**src/rtl/uart_link_ctrl_if.sv**
```systemverilog
// rtl/uart_link_ctrl_if.sv - signal bundle between the UART register block, TX/RX engines and the link controller
//
// Purpose: groups the configuration, engine status, flow-control pins and
// scheduler outputs of uart_link_ctrl into one interface.
// Modports:
//   slave  - the link controller (consumes config/status, drives grants and line control)
//   master - the surrounding register block / shift engines / pins
// Signals:
//   mode_i, master_i, flow_control_i   link configuration from the register block
//   tx_pending_i, tx_busy_i            TX FIFO non-empty, TX engine shifting
//   rx_busy_i, rx_almost_full_i        RX engine mid-frame, RX FIFO at watermark
//   cts_n_i                            asynchronous clear-to-send pin, active-low
//   tx_start_o                         one-cycle frame start grant
//   rx_en_o, line_dir_o, rts_n_o       receiver enable, driver enable, request-to-send
//   state_o                            half-duplex scheduler state
interface uart_link_ctrl_if;
  logic [1:0] mode_i;
  logic       master_i;
  logic       flow_control_i;
  logic       tx_pending_i;
  logic       tx_busy_i;
  logic       rx_busy_i;
  logic       rx_almost_full_i;
  logic       cts_n_i;
  logic       tx_start_o;
  logic       rx_en_o;
  logic       line_dir_o;
  logic       rts_n_o;
  logic [1:0] state_o;

  modport slave (
    input  mode_i, master_i, flow_control_i, tx_pending_i, tx_busy_i,
    input  rx_busy_i, rx_almost_full_i, cts_n_i,
    output tx_start_o, rx_en_o, line_dir_o, rts_n_o, state_o
  );

  modport master (
    output mode_i, master_i, flow_control_i, tx_pending_i, tx_busy_i,
    output rx_busy_i, rx_almost_full_i, cts_n_i,
    input  tx_start_o, rx_en_o, line_dir_o, rts_n_o, state_o
  );
endinterface

```
**src/rtl/uart_link_ctrl.sv**
```systemverilog
// rtl/uart_link_ctrl.sv - UART line scheduler for simplex, half-duplex and full-duplex links
//
// Purpose: grants frame starts to the TX engine, enables the receiver, drives
// the half-duplex driver-enable and applies RTS/CTS flow control.
// Ports:
//   clk  - system clock
//   rst  - synchronous active-high reset
//   bus  - uart_link_ctrl_if.slave (config, engine status, pins, grants)
// All outputs are registered.
module uart_link_ctrl #(
  parameter int TURNAROUND_CYCLES = 16,
  parameter int RX_IDLE_CYCLES    = 160,
  parameter int CNT_W             = 16
) (
  input  logic            clk,
  input  logic            rst,
  uart_link_ctrl_if.slave bus
);

  typedef enum logic [1:0] {
    S_IDLE = 2'b00,
    S_TX   = 2'b01,
    S_TURN = 2'b10,
    S_RX   = 2'b11
  } state_t;

  localparam logic [1:0]       MODE_HALF = 2'b01;
  localparam logic [1:0]       MODE_FULL = 2'b10;
  localparam logic [CNT_W-1:0] TURN_LAST = CNT_W'(TURNAROUND_CYCLES - 1);
  localparam logic [CNT_W-1:0] RX_LAST   = CNT_W'(RX_IDLE_CYCLES - 1);
  localparam logic [CNT_W-1:0] CNT_MAX   = '1;
  localparam logic [CNT_W-1:0] CNT_ONE   = {{(CNT_W-1){1'b0}}, 1'b1};

  // Active configuration
  logic [1:0]       r_mode;
  logic             r_master;
  logic             r_fc;
  // CTS synchroniser
  logic             r_cts_s1;
  logic             r_cts_s2;
  // Scheduler state
  state_t           r_state;
  state_t           w_state_nxt;
  logic [CNT_W-1:0] r_cnt;
  logic [CNT_W-1:0] w_cnt_nxt;
  logic [CNT_W-1:0] w_cnt_inc;
  // Registered outputs
  logic             r_tx_start;
  logic             r_rx_en;
  logic             r_line_dir;
  logic             r_rts_n;

  logic             w_cfg_load;
  logic [1:0]       w_mode_nxt;
  logic             w_master_nxt;
  logic             w_fc_nxt;
  logic             w_cur_half;
  logic             w_nxt_half;
  logic             w_nxt_full;
  logic             w_may_tx;
  logic             w_tx_allowed;
  logic             w_tx_start_nxt;
  logic             w_rx_en_nxt;
  logic             w_line_dir_nxt;
  logic             w_rts_n_nxt;

  // Config only changes between frames, so a mode switch never splits one.
  assign w_cfg_load   = ~bus.tx_busy_i & ~bus.rx_busy_i & ~r_tx_start;
  assign w_mode_nxt   = w_cfg_load ? bus.mode_i         : r_mode;
  assign w_master_nxt = w_cfg_load ? bus.master_i       : r_master;
  assign w_fc_nxt     = w_cfg_load ? bus.flow_control_i : r_fc;

  assign w_cur_half = (r_mode == MODE_HALF);
  assign w_nxt_half = (w_mode_nxt == MODE_HALF);
  assign w_nxt_full = (w_mode_nxt == MODE_FULL);

  // The ~r_tx_start term forces a gap cycle between grants while the engine
  // has not yet raised tx_busy_i. CTS only gates new starts.
  assign w_may_tx = bus.tx_pending_i & ~bus.tx_busy_i & ~r_tx_start &
                    (~w_fc_nxt | ~r_cts_s2);

  assign w_cnt_inc = (r_cnt == CNT_MAX) ? r_cnt : r_cnt + CNT_ONE;

  always_comb begin
    w_state_nxt    = r_state;
    w_cnt_nxt      = r_cnt;
    w_tx_allowed   = 1'b0;
    w_rx_en_nxt    = 1'b0;
    w_line_dir_nxt = 1'b0;

    if (!w_nxt_half || !w_cur_half) begin
      // Leaving half-duplex, or just entering it: park in IDLE.
      w_state_nxt = S_IDLE;
      w_cnt_nxt   = '0;
    end else begin
      case (r_state)
        S_IDLE: begin
          // A start bit already on the line takes priority over a pending TX.
          if (bus.rx_busy_i) begin
            w_state_nxt = S_RX;
            w_cnt_nxt   = '0;
          end else if (w_may_tx) begin
            w_state_nxt = S_TX;
          end
        end
        S_TX: begin
          w_tx_allowed = 1'b1;
          if (!bus.tx_pending_i && !bus.tx_busy_i && !r_tx_start) begin
            w_state_nxt = S_TURN;
            w_cnt_nxt   = '0;
          end
        end
        S_TURN: begin
          if (r_cnt == TURN_LAST) begin
            w_state_nxt = S_IDLE;
            w_cnt_nxt   = '0;
          end else begin
            w_cnt_nxt = w_cnt_inc;
          end
        end
        S_RX: begin
          if (bus.rx_busy_i) begin
            w_cnt_nxt = '0;
          end else if (r_cnt == RX_LAST) begin
            w_state_nxt = S_IDLE;
            w_cnt_nxt   = '0;
          end else begin
            w_cnt_nxt = w_cnt_inc;
          end
        end
        default: begin
          w_state_nxt = S_IDLE;
          w_cnt_nxt   = '0;
        end
      endcase
    end

    if (!w_nxt_half) begin
      w_tx_allowed = w_nxt_full | w_master_nxt;
    end

    // Line control follows the configuration/state being entered so the
    // registered outputs line up with state_o.
    if (w_nxt_half) begin
      case (w_state_nxt)
        S_IDLE:  begin w_rx_en_nxt = 1'b1; w_line_dir_nxt = 1'b0; end
        S_TX:    begin w_rx_en_nxt = 1'b0; w_line_dir_nxt = 1'b1; end
        S_TURN:  begin w_rx_en_nxt = 1'b0; w_line_dir_nxt = 1'b0; end
        default: begin w_rx_en_nxt = 1'b1; w_line_dir_nxt = 1'b0; end
      endcase
    end else if (w_nxt_full) begin
      w_rx_en_nxt    = 1'b1;
      w_line_dir_nxt = 1'b1;
    end else begin
      w_rx_en_nxt    = ~w_master_nxt;
      w_line_dir_nxt = w_master_nxt;
    end
  end

  assign w_tx_start_nxt = w_may_tx & w_tx_allowed;
  assign w_rts_n_nxt    = w_fc_nxt & (bus.rx_almost_full_i | ~w_rx_en_nxt);

  always_ff @(posedge clk) begin
    if (rst) begin
      r_mode     <= 2'b00;
      r_master   <= 1'b0;
      r_fc       <= 1'b0;
      r_cts_s1   <= 1'b1;
      r_cts_s2   <= 1'b1;
      r_state    <= S_IDLE;
      r_cnt      <= '0;
      r_tx_start <= 1'b0;
      r_rx_en    <= 1'b0;
      r_line_dir <= 1'b0;
      r_rts_n    <= 1'b1;
    end else begin
      r_mode     <= w_mode_nxt;
      r_master   <= w_master_nxt;
      r_fc       <= w_fc_nxt;
      r_cts_s1   <= bus.cts_n_i;
      r_cts_s2   <= r_cts_s1;
      r_state    <= w_state_nxt;
      r_cnt      <= w_cnt_nxt;
      r_tx_start <= w_tx_start_nxt;
      r_rx_en    <= w_rx_en_nxt;
      r_line_dir <= w_line_dir_nxt;
      r_rts_n    <= w_rts_n_nxt;
    end
  end

  assign bus.tx_start_o = r_tx_start;
  assign bus.rx_en_o    = r_rx_en;
  assign bus.line_dir_o = r_line_dir;
  assign bus.rts_n_o    = r_rts_n;
  assign bus.state_o    = r_state;

endmodule

```
**src/flat_wrapper.sv**
```systemverilog
// flat-port wrapper written by rule: the top's interface ports become plain ports
module uart_link_ctrl_flat 
#(
  parameter int TURNAROUND_CYCLES = 16,
  parameter int RX_IDLE_CYCLES    = 160,
  parameter int CNT_W             = 16
)
  (clk, rst, bus_mode_i, bus_master_i, bus_flow_control_i, bus_tx_pending_i, bus_tx_busy_i, bus_rx_busy_i, bus_rx_almost_full_i, bus_cts_n_i, bus_tx_start_o, bus_rx_en_o, bus_line_dir_o, bus_rts_n_o, bus_state_o);
  uart_link_ctrl_if bus_i ();
  input  logic clk;
  input  logic rst;
  input wire logic [$bits(bus_i.mode_i)-1:0] bus_mode_i;
  input wire logic [$bits(bus_i.master_i)-1:0] bus_master_i;
  input wire logic [$bits(bus_i.flow_control_i)-1:0] bus_flow_control_i;
  input wire logic [$bits(bus_i.tx_pending_i)-1:0] bus_tx_pending_i;
  input wire logic [$bits(bus_i.tx_busy_i)-1:0] bus_tx_busy_i;
  input wire logic [$bits(bus_i.rx_busy_i)-1:0] bus_rx_busy_i;
  input wire logic [$bits(bus_i.rx_almost_full_i)-1:0] bus_rx_almost_full_i;
  input wire logic [$bits(bus_i.cts_n_i)-1:0] bus_cts_n_i;
  output wire logic [$bits(bus_i.tx_start_o)-1:0] bus_tx_start_o;
  output wire logic [$bits(bus_i.rx_en_o)-1:0] bus_rx_en_o;
  output wire logic [$bits(bus_i.line_dir_o)-1:0] bus_line_dir_o;
  output wire logic [$bits(bus_i.rts_n_o)-1:0] bus_rts_n_o;
  output wire logic [$bits(bus_i.state_o)-1:0] bus_state_o;
  assign bus_i.mode_i = bus_mode_i;
  assign bus_i.master_i = bus_master_i;
  assign bus_i.flow_control_i = bus_flow_control_i;
  assign bus_i.tx_pending_i = bus_tx_pending_i;
  assign bus_i.tx_busy_i = bus_tx_busy_i;
  assign bus_i.rx_busy_i = bus_rx_busy_i;
  assign bus_i.rx_almost_full_i = bus_rx_almost_full_i;
  assign bus_i.cts_n_i = bus_cts_n_i;
  assign bus_tx_start_o = bus_i.tx_start_o;
  assign bus_rx_en_o = bus_i.rx_en_o;
  assign bus_line_dir_o = bus_i.line_dir_o;
  assign bus_rts_n_o = bus_i.rts_n_o;
  assign bus_state_o = bus_i.state_o;
  uart_link_ctrl #(.TURNAROUND_CYCLES(TURNAROUND_CYCLES), .RX_IDLE_CYCLES(RX_IDLE_CYCLES), .CNT_W(CNT_W)) u_core (.clk(clk), .rst(rst), .bus(bus_i));
endmodule
```
**config.mk**
```make
export PLATFORM = sky130hd
export DESIGN_NAME = uart_link_ctrl_flat
export DESIGN_NICKNAME = d
export VERILOG_FILES = /design/src/rtl/uart_link_ctrl_if.sv /design/src/rtl/uart_link_ctrl.sv /design/src/flat_wrapper.sv
export SDC_FILE = /design/constraint.sdc
export NUM_CORES = 1
export LEC_CHECK = 0
export ABC_AREA = 0
export BUFFER_PORTS_ARGS = -buffer_cell sky130_fd_sc_hd__buf_2
export CAP_MARGIN = 5
export CORE_ASPECT_RATIO = 0.7
export CORE_UTILIZATION = 50
export CTS_CLUSTER_DIAMETER = 30
export DETAILED_ROUTE_END_ITERATION = 8
export PLACE_DENSITY = 0.73
export SYNTH_ARGS = -nofsm -noshare
export SYNTH_HDL_FRONTEND = slang
export SYNTH_SLANG_ARGS = --single-unit
```
**constraint.sdc**
```tcl
create_clock -name clk -period 4.7 [get_ports clk]
set_clock_uncertainty 0.2 [all_clocks]
set_input_delay 0.47 -clock clk [delete_from_list [all_inputs] [get_ports clk]]
set_output_delay 0.47 -clock clk [all_outputs]
set_load 0.01 [all_outputs]
```
* Word-level counts from Yosys, hierarchy flattened
Cells that the tools add are included.
Widths: inputs -> output; s select.
** Word-level totals
- Input port bits :: 11
- Bits in registers :: 28
- Word-level logic and storage cells :: 81
- Output and inout port bits :: 6
** Operators by class
- $add $sub $neg :: 1
- Reductions and logical operators :: 12
- Bitwise operators :: 17
- Equality and inequality tests :: 13
- Muxes and demuxes :: 27
** Operators by type and width (count)
- $mux 16 :: 6
- $pmux 16 s4 :: 1
- $add 16x1->16 const B :: 1
- $eq 16x16->1 const B :: 1
- $eq 16x4->1 const B :: 1
- $eq 16x8->1 const B :: 1
- $mux 2 :: 8
- $mux 1 :: 11
- $eq 2x1->1 const B :: 4
- $eq 2x2->1 const B :: 4
- $pmux 2 s4 :: 1
- $and 1x1->1 :: 7
- $not 1->1 :: 7
- $logic_not 1->1 :: 5
- $reduce_or 2->1 :: 2
- $or 1x1->1 :: 3
- $logic_and 1x1->1 :: 2
- $logic_not 2->1 :: 1
- $ne 2x1->1 const B :: 1
- $ne 2x2->1 const B :: 1
- $reduce_and 2->1 :: 1
- $logic_or 1x1->1 :: 1

* Longest topological paths before layout
- Word-level depth :: 18
- Depth in mapped cells :: 10
- Mapped depth without buffers :: 10

* Worst setup path after synthesis
No wires, ideal clock.
- Path kind :: register to register
- Start point :: reg u_core.r_cnt[0]
- End point :: reg u_core.r_rts_n, in the netlist u_core.bus.rts_n_o
- Stages on the path, launching flop included :: 11
- Setup slack :: 2502 ps
- Library setup time :: 126 ps
- Period minus slack after synthesis :: 2198 ps
- Arrival time :: 1872 ps
- Data required time :: 4374 ps
- Buffers on the path :: 0
- Cells stage by stage :: dfxtp_1 ha_1 and4_1 nand4_1 o211ai_1 o21ai_0 o211a_1 ha_1 nor2_1 nor4_1 a21oi_1
** On the way
- Word-level cells in the longest chain between the ends :: 12
- Elaborated cells on any way between the ends :: 15
- Those cells by class :: eq/ne (4); mux (7); bitwise (3); reduce/logical (1)
** Ends and longest elaborated chain
- start: declaration :: line uart_link_ctrl.sv:44 : logic [CNT_W-1:0] r_cnt;
- start signal: assignment :: line uart_link_ctrl.sv:183 : r_cnt <= w_cnt_nxt;
- $eq 16x8->1 :: line uart_link_ctrl.sv:124 : end else if (r_cnt == RX_LAST) begin
- $mux 2 :: line uart_link_ctrl.sv:124
- $mux 2 :: line uart_link_ctrl.sv:122 : if (bus.rx_busy_i) begin
- $pmux 2 s4 * :: line uart_link_ctrl.sv:96 : case (r_state)
- $mux 2 * :: line uart_link_ctrl.sv:91 : if (!w_nxt_half || !w_cur_half) begin
- via u_core.w_state_nxt[0] :: line uart_link_ctrl.sv:43 : state_t w_state_nxt;
- $eq 2x2->1 or $eq 2x1->1 (tied branches) :: line uart_link_ctrl.sv:145 : case (w_state_nxt)
- $reduce_or 2->1 (no line) *
- $mux 1 * :: line uart_link_ctrl.sv:145
- $mux 1 * :: line uart_link_ctrl.sv:144 : if (w_nxt_half) begin
- $not 1->1 * :: line uart_link_ctrl.sv:161 : assign w_rts_n_nxt = w_fc_nxt & (bus.rx_almost_full_i | ~w_rx_en_nxt);
- $or 1x1->1 * :: line uart_link_ctrl.sv:161
- $and 1x1->1 * :: line uart_link_ctrl.sv:161
- end signal: assignment :: line uart_link_ctrl.sv:187 : r_rts_n <= w_rts_n_nxt;
- end: declaration :: line uart_link_ctrl.sv:51 : logic r_rts_n;
The timed path passes the listed nets; every way through them passes the cells marked *.
A chain may end at the register's enable or synchronous reset.

* Final worst setup path
Same ends and word-level chain as after synthesis.

==> impl_metrics.tcl <==
set metrics [dict create \
    first_pass_iters 5 \
    routed_wl_mm 3.73 \
    clockBufferDepth 2 \
    critical_path_class "flop to flop" \
    cap_viol_max_count 0 \
    post_drt_wl_per_cell_um 15.8 \
    io_buffer_count 16 \
    fin_tns_setup_ns 0 \
    worstPathCellList "ha_1 > and4_1 > nand4_1 > o211ai_1 > o21ai_0 > o211a_1 > ha_1 > nor2_1 > nor4_1 > a21oi_1" \
    max_freq_ghz 0.392 \
    cts_max_level 1 \
    post_cts_buffers 0 \
    track_usage_pct 25.9 \
    ys_seq_elements 28 \
    drive_gt1_share_pct 14.0 \
    drv_slew 0 \
    final_common_cell "dfxtp_1" \
    die_y_um 47.3 \
    final_nets 214 \
    netlist-cell-type-count 43 \
    cts_tree "done" \
    synth_nets 199 \
    cts_made_buffers 3 \
    die_w_um 66.6 \
    die_area_um2 3150 \
    ys_seq_area_share_pct 38.3 \
    synth_area_um2 1460 \
    area_growth_pct 10.2 \
    grt_pass1_wl_mm 5.87 \
    critPathMaxFanout 5 \
    hold_viol_final 0 \
    crit_arrival_ns 2.52 \
    antenna_found_initial 0 \
    hold_buffers 0 \
    worst_pin_slew_ns 0.736 \
    num_rows 16 \
    fillCellCount 260 \
    cpPeakStageDelay_ns 0.43 \
    fin_total_pwr_uw 432 \
    synthCells 186 \
    worst_setup_path_end_kind "flop" \
    hp-class "input port to flop" \
    start_kind "flop" \
    leakage_nw 0.565 \
    gp_congestion 0.933 \
    n_antenna_cell 0 \
    cts.sink_count 28 \
    placed_cells_incl_taps 232 \
    post_cts_resized 0 \
    seq_area_um2 561 \
    period_minus_slack_ns 2.55 \
    setup_viol 0 \
    synthArstFlopShare_pct 0 \
    vdd_drop_max_v 0.000146 \
    multi_input_area_um2 837 \
    hpwl_mm 2.74 \
    rsz0062_at_grt "no" \
    routed-via-count 1475 \
    avgSynthCellArea_um2 7.86 \
    grt_max_degree 23 \
    outcome "finished clean" \
    grt_overflow 0 \
    worstSkewPairLatency_ns 0.28 \
    drc 0 \
    synth_flop_cell "dfxtp_1" \
    cpMaxStageDelayCell "dfxtp_1" \
    min_path_cells 2 \
    required_ns 4.66 \
    num_io_pins 17 \
    reg2reg_depth 10 \
    synth-edff-count 0 \
    initial_core_util_pct 52.6 \
    period_share_pct 54.3 \
    cp_num_cells 10 \
    crit_buf_inv 0 \
    initialDrtViolationCount 112 \
    cpLargestDelayFamily "simple AND/OR/NAND/NOR gates" \
    clk_pin_slew_ns 0.09 \
    slew_headroom_pct 50.7 \
    powerDensity_nw_per_um2 268 \
    path_common_cell "ha_1" \
    stdcell_count 236 \
    grt_pass1_vias 1251 \
    viasPerCell 6.25 \
    yosys_warnings 0 \
    final_cell_mix "dfxtp_1, a21oi_1, nand2_1" \
    cts-root-buf "clkbuf_8" \
    fp.coreArea_um2 2780 \
    ant_nets 0 \
]
[final cells by class]
class	instances	area share, %
clock buffer	4	3.42
sequential	28	34.8
inverter	7	1.63
timing repair buffer	17	5.43
multi-input combinational	144	51.9
tap	36	2.80
[where the power goes]
group	switching (mW)	internal (mW)
registers	0.00340	0.243
logic	0.0200	0.0158
clock network	0.0746	0.0751
[logic make-up after synthesis]
kind of cell / count (synthesis) / share of synthesized area [%]
and+or+nand+nor: 84 / 29.1
AOI/OAI and AO/OA: 50 / 21.1
DFF: 28 / 38.3
buffers and inverters: 14 / 4.45
muxes: 5 / 3.51
xor gates and xnor gates: 3 / 1.80
adders and majority gates: 2 / 1.71
[stage by stage]
stage          hold WS [ns]  setup slack (ns)  instance area, um^2  util [%]
2_1_floorplan         0.189              2.50                 1460         -
3_3_place_gp          0.200              2.26                 1560      55.9
3_5_place_dp          0.233              2.22                 1560      55.9
4_1_cts               0.177              2.19                 1610      57.9
5_1_grt               0.171              1.86                 1610      57.9
6_report              0.173              2.15                 1610      57.9
[registers in the layout, indices dropped and copies added, names as in the netlist]
signal,count
u_core.r_fc,1
u_core.bus.tx_start_o,1
u_core.r_master,1
u_core.bus.rts_n_o,1
u_core.bus.rx_en_o,1
u_core.r_cts_s1,1
u_core.r_cnt,16
u_core.bus.state_o,2
u_core.r_mode,2
u_core.r_cts_s2,1
u_core.bus.line_dir_o,1
[routing by layer]
layer  track usage [%]  vias to the layer above  wire (um)
met5                 0                        -          0
met1              36.3                      658       1760
met4              6.81                        0         55
li1                  -                      706          -
met3              7.04                       15        358
met2              39.4                       96       1550
[worst paths after layout]
path | startpoint | to | slack [ns]
worst max-delay path | u_core.r_cnt[0]$_SDFFE_PP0P_ | u_core.bus.rts_n_o$_SDFF_PP1_ | 2.15
worst min-delay path | bus_cts_n_i | u_core.r_cts_s1$_SDFF_PP1_ | 0.17
worst max register to register | u_core.r_cnt[0]$_SDFFE_PP0P_ | u_core.bus.rts_n_o$_SDFF_PP1_ | 2.15
worst min register to register | u_core.r_cts_s1$_SDFF_PP1_ | u_core.r_cts_s2$_SDFF_PP1_ | 0.25
[synthesized netlist by cell type, types with 3 or more instances]
cell / instances / area, um^2
inv_1: 7 / 26.3
nor4_1: 4 / 25.0
buf_2: 4 / 20.0
o211ai_1: 3 / 22.5
nor2b_1: 3 / 18.8
a21oi_1: 22 / 110
nand4_1: 4 / 25.0
and3_1: 3 / 18.8
nand2_1: 18 / 67.6
or3_1: 6 / 37.5
o21ai_0: 6 / 30.0
nand3_1: 15 / 75.1
dfxtp_1: 28 / 561
or2_2: 4 / 25.0
nor3_1: 5 / 25.0
nor2_1: 16 / 60.1
mux2i_1: 4 / 40.0
No activity file was read; power rests on OpenSTA's default activity.
